===== src/rtl/pingpong_stream_buffer.sv =====
// Double-buffered frame buffer: captures a whole frame per save and streams it out one word at a time.
// Optional dropped-save counter output enabled with `define PINGPONG_DROP_CNT_EN.
module pingpong_stream_buffer #(
  parameter int DATA_W    = 16,
  parameter int NUM_WORDS = 120,
  parameter int ADDR_W    = $clog2(NUM_WORDS)
) (
  input  logic                        clk,
  input  logic                        rst_n,
  input  logic [DATA_W*NUM_WORDS-1:0] din,
  input  logic                        save,
  output logic                        save_ready,
  output logic signed [DATA_W-1:0]    dout,
  output logic                        dout_valid,
  input  logic                        dout_ready,
  output logic [ADDR_W-1:0]           addr,
  output logic                        frame_last,
  output logic                        busy
`ifdef PINGPONG_DROP_CNT_EN
  ,
  output logic [15:0]                 drop_cnt
`endif
);

  localparam logic [1:0] S_IDLE   = 2'd0;
  localparam logic [1:0] S_LOAD   = 2'd1;
  localparam logic [1:0] S_STREAM = 2'd2;
  localparam logic [ADDR_W-1:0] LAST_ADDR = ADDR_W'(NUM_WORDS - 1);

  logic signed [DATA_W-1:0] mem_q [2][NUM_WORDS];

  logic [1:0]               state_q, state_d;
  logic [1:0]               full_q, full_d;
  logic                     wr_bank_q, wr_bank_d;
  logic                     rd_bank_q, rd_bank_d;
  logic signed [DATA_W-1:0] dout_q, dout_d;
  logic                     dout_valid_q, dout_valid_d;
  logic [ADDR_W-1:0]        addr_q, addr_d;
  logic                     frame_last_q, frame_last_d;
  logic [ADDR_W-1:0]        addr_nxt;
  logic                     save_acc;
  logic                     rd_acc;

  assign save_acc = save && !full_q[wr_bank_q];
  assign rd_acc   = dout_valid_q && dout_ready;
  assign addr_nxt = addr_q + 1'b1;

  // Bank storage is deliberately left out of reset; all words land in one edge.
  always_ff @(posedge clk) begin
    if (save_acc) begin
      for (int k = 0; k < NUM_WORDS; k++) begin
        mem_q[wr_bank_q][k] <= din[DATA_W*(NUM_WORDS-k)-1 -: DATA_W];
      end
    end
  end

  always_comb begin
    state_d      = state_q;
    full_d       = full_q;
    wr_bank_d    = wr_bank_q;
    rd_bank_d    = rd_bank_q;
    dout_d       = dout_q;
    dout_valid_d = dout_valid_q;
    addr_d       = addr_q;
    frame_last_d = frame_last_q;

    if (save_acc) begin
      full_d[wr_bank_q] = 1'b1;
      wr_bank_d         = ~wr_bank_q;
    end

    case (state_q)
      S_IDLE: begin
        if (full_q[rd_bank_q]) state_d = S_LOAD;
      end
      S_LOAD: begin
        dout_d       = mem_q[rd_bank_q][0];
        addr_d       = '0;
        dout_valid_d = 1'b1;
        frame_last_d = 1'b0;
        state_d      = S_STREAM;
      end
      S_STREAM: begin
        if (rd_acc) begin
          if (frame_last_q) begin
            // A save can never target rd_bank here, so clearing its flag cannot race a capture.
            full_d[rd_bank_q] = 1'b0;
            rd_bank_d         = ~rd_bank_q;
            addr_d            = '0;
            frame_last_d      = 1'b0;
            if (full_q[~rd_bank_q]) begin
              dout_d = mem_q[~rd_bank_q][0];
            end else begin
              dout_d       = '0;
              dout_valid_d = 1'b0;
              state_d      = S_IDLE;
            end
          end else begin
            dout_d       = mem_q[rd_bank_q][addr_nxt];
            addr_d       = addr_nxt;
            frame_last_d = (addr_nxt == LAST_ADDR);
          end
        end
      end
      default: state_d = S_IDLE;
    endcase
  end

  always_ff @(posedge clk or negedge rst_n) begin
    if (!rst_n) begin
      state_q      <= S_IDLE;
      full_q       <= '0;
      wr_bank_q    <= 1'b0;
      rd_bank_q    <= 1'b0;
      dout_q       <= '0;
      dout_valid_q <= 1'b0;
      addr_q       <= '0;
      frame_last_q <= 1'b0;
    end else begin
      state_q      <= state_d;
      full_q       <= full_d;
      wr_bank_q    <= wr_bank_d;
      rd_bank_q    <= rd_bank_d;
      dout_q       <= dout_d;
      dout_valid_q <= dout_valid_d;
      addr_q       <= addr_d;
      frame_last_q <= frame_last_d;
    end
  end

  assign save_ready = !full_q[wr_bank_q];
  assign dout       = dout_q;
  assign dout_valid = dout_valid_q;
  assign addr       = addr_q;
  assign frame_last = frame_last_q;
  assign busy       = full_q[0] | full_q[1] | (state_q == S_STREAM);

`ifdef PINGPONG_DROP_CNT_EN
  logic [15:0] drop_cnt_q, drop_cnt_d;

  always_comb begin
    drop_cnt_d = drop_cnt_q;
    if (save && !save_ready && (drop_cnt_q != 16'hFFFF)) drop_cnt_d = drop_cnt_q + 16'd1;
  end

  always_ff @(posedge clk or negedge rst_n) begin
    if (!rst_n) drop_cnt_q <= '0;
    else        drop_cnt_q <= drop_cnt_d;
  end

  assign drop_cnt = drop_cnt_q;
`endif

endmodule


===== config.mk =====
export PLATFORM = sky130hd
export DESIGN_NAME = pingpong_stream_buffer
export DESIGN_NICKNAME = d
export VERILOG_FILES = /design/src/rtl/pingpong_stream_buffer.sv
export SDC_FILE = /design/constraint.sdc
export NUM_CORES = 2
export LEC_CHECK = 0
export ABC_AREA = 1
export CAP_MARGIN = 20
export CORE_AREA = 10 10 761 763
export DETAILED_ROUTE_END_ITERATION = 8
export DIE_AREA = 0 0 771 773
export PLACE_DENSITY_LB_ADDON = 0.12
export SLEW_MARGIN = 20
export SYNTH_ARGS = -nofsm -noshare
export SYNTH_HDL_FRONTEND = slang
export SYNTH_SLANG_ARGS = --single-unit

===== constraint.sdc =====
create_clock -name clk -period 78.2 [get_ports clk]
set_clock_uncertainty 0.05 [all_clocks]
set_input_delay 23.46 -clock clk [delete_from_list [all_inputs] [get_ports clk]]
set_output_delay 23.46 -clock clk [all_outputs]
set_load 0.05 [all_outputs]

==> results.txt <==
Worst-Margin Slew - 1.34 ns
vias in the first global route - 103k
Total GRT Usage - 23.1%
Max Fclk - 0.0335 GHz
largest area contributor in the netlist - edfxtp_1
Vias - 109k
ys async rst share - 0.801%
Cell Rows - 276
EDFF count, synth - 3840
TritonCTS buffer count - 443
Post-Syn Nets - 14.4k
RSZ-0062 raised after global routing - no
Non-Filler Instances - 22.4k
area delta synth->final - 26.2%
crit end category - register
slowest cell delay on critical path - 0.80 ns
crit share post-route - 38.2%
Tmin final - 29.86 ns
Reg2Reg Depth - 10
Setup violations, final - 0
status - finished, final reports clean
post-CTS sizing - 0
worst skew pair latency - 1.08 ns
crit path from - save
share of the synthesized area in the top cell type - 74.2%
Main synth FF type - edfxtp_1
Ys Warns - 0
CP Max Fanout - 57
Synth area leaders - edfxtp_1 74%, nand2_1 6.1%, nand3_1 6.0%
via/cell ratio - 4.87
RD Place Congestion - 0.814
Crit Path Category - in -> reg
Critical Path Start Type - primary input
Pleak - 66.0 nW
placed cell count - 21.3k
Root Driver - clkbuf_16
DRT antenna net count - 0
fin nets - 16.2k
1st-iter DRT viols - 9699
DRC - 0
required time of the critical path - 78.83 ns
count leader, synth - edfxtp_1
CTS H-tree depth - 5
Yosys reg bits - 3871
Pre-antenna DRT Iters - 7
final wirelength - 721000 um
clk slew on worst S/H paths - 0.06 ns
die area - 596000 um^2
postcts setup bufs - 0
Netlist cell types - 39
Fin Setup TNS - 0 ns
post-synthesis sequential area ratio - 74.7%
grt total ovfl - 0
worst r2r src - full_q[1]
Hold Vio Cnt, Final - 0
Rel. slew slack - 11.0%
max cap viols - 0
CP most frequent cell - buf_4
most frequent cells after synthesis - 3840 x edfxtp_1, 2540 x nand2_1, 1868 x nand3_1
HPWL Detailed - 518000 um
cell-by-cell trace of the critical path - clkdlybuf4s50_1 > inv_1 > nor2_4 > buf_4 > buf_4 > buf_4 > buf_4 > buf_4 > buf_4 > buf_4
core area - 564000 um^2
wire per inst - 32.3 um
Post-CTS Hold Buffers - 0
Worst R2R End - mem_q[1][647]
first-pass GRT wire length - 948000 um
pwr dens - 35.7 nW/um^2
Max IR drop VDD - 31.6 uV
Starting Density - 27.6%
Die Ht - 773 um
clk sinks - 3871
Cells after Synth - 12.5k
synthesized area - 155000 um^2
syn_area_per_cell - 12.4 um^2
crit path DAT - 30.49 ns
Chip Width - 771 um
critical path endpoint - mem_q[1][647]
Worst R2R Setup Slack - 70.95 ns
slowest stage cell, crit path - nor2_4
CTS tree - built
ratio of cells with drive above 1 in the final layout - 5.83%
largest net degree at the start of global routing - 159
Ports - 1951
Clock Tree Buf Depth - 4
fin. max-slew vios - 0
antenna violations before repair - 667
Min-Delay Path Class - reg -> reg
PortBufs - 1950
[flip-flops by register name, indices dropped and copies added (netlist names)]
name	count
dout_valid	1
frame_last	1
addr	7
state_q	2
rd_bank_q	1
full_q	2
mem_q	3840
wr_bank_q	1
dout	16
[worst min-delay path by stage]
| stage | start | endpoint | slack [ns] | cells after the start |
|---|---|---|---|---|
| 3_3_place_gp | state_q[0] | state_q[0] | 0.42 | 1 |
| 5_1_grt | state_q[0] | state_q[0] | 0.45 | 1 |
| 2_1_floorplan | state_q[1] | state_q[0] | 0.39 | 1 |
| 3_5_place_dp | state_q[0] | state_q[0] | 0.42 | 1 |
| 6_report | state_q[0] | state_q[0] | 0.43 | 1 |
| 4_1_cts | state_q[0] | state_q[0] | 0.43 | 1 |
[metrics by stage]
| stage | power (mW) | worst slack, ns | hold slack, ns | instance area, um^2 | utilization, % |
|---|---|---|---|---|---|
| finish | 7.00 | 48.34 | 0.426 | 196000 | 34.8 |
| global route | 7.36 | 47.97 | 0.455 | 196000 | 34.7 |
| CTS | 7.12 | 48.34 | 0.431 | 196000 | 34.7 |
| detailed placement | 5.14 | 47.17 | 0.423 | 182000 | 32.3 |
| global placement | 5.14 | 47.17 | 0.424 | 182000 | 32.3 |
| floorplan | 4.76 | -28.60 | 0.385 | 155000 | - |
[routing by layer]
metal | vias up | wire, um | share of wire [%] | global-route usage [%]
li1 | 48900 | - | - | -
met1 | 54200 | 305000 | 42 | 30.2
met2 | 4065 | 339000 | 47 | 37.9
met3 | 1440 | 52600 | 7.3 | 5.90
met4 | 238 | 22700 | 3.2 | 6.45
met5 | - | 1500 | 0.21 | 0
[report_power, final]
group | internal (mW) | switching (mW)
combinational | 0.588 | 1.85
sequential | 2.53 | 0.0544
clock | 1.09 | 0.878
total | 4.21 | 2.78
[worst max-delay path, delay by kind of cell]
| kind | cells | cell delay, ns |
|---|---|---|
| buffers and inverters | 9 | 5.81 |
| AND/OR/NAND/NOR | 1 | 0.80 |
[layout by cell type (no fill, tap or decap), drive strengths merged, types with 7 or more instances in the layout]
master	n
clkinvlp	8
edfxtp	3840
buf	232
a31oi	10
a21oi	135
nand3	1869
o22ai	181
o221ai	55
clkinv	239
clkbuf	548
nor2	1561
clkdlybuf4s50	1946
dfrtp	31
diode	188
o211ai	166
bufinv	15
o21ai	1125
nand2	2540
nor3	7
inv	130
[area by class of cell]
class / count / area [um^2]
tap: 7506 / 9390
timing repair buffer: 2178 / 21600
clock inverter: 270 / 2120
clock buffer: 548 / 11500
antenna: 188 / 470
inverter: 122 / 507
fill: 55800 / 367000
sequential: 3871 / 116000
multi-input combinational: 7667 / 34400
[cells by family after synthesis]
| family | Yosys count | synth area share, % |
|---|---|---|
| xor gates and xnor gates | 5 | 0.0330 |
| adders and majority gates | 2 | 0.0161 |
| AOI/OAI and AO/OA | 1679 | 5.98 |
| and+or+nand+nor | 5981 | 16.0 |
| DFF | 3871 | 74.7 |
| buffers and inverters | 972 | 3.26 |
No activity file was read; power rests on OpenSTA's default activity.
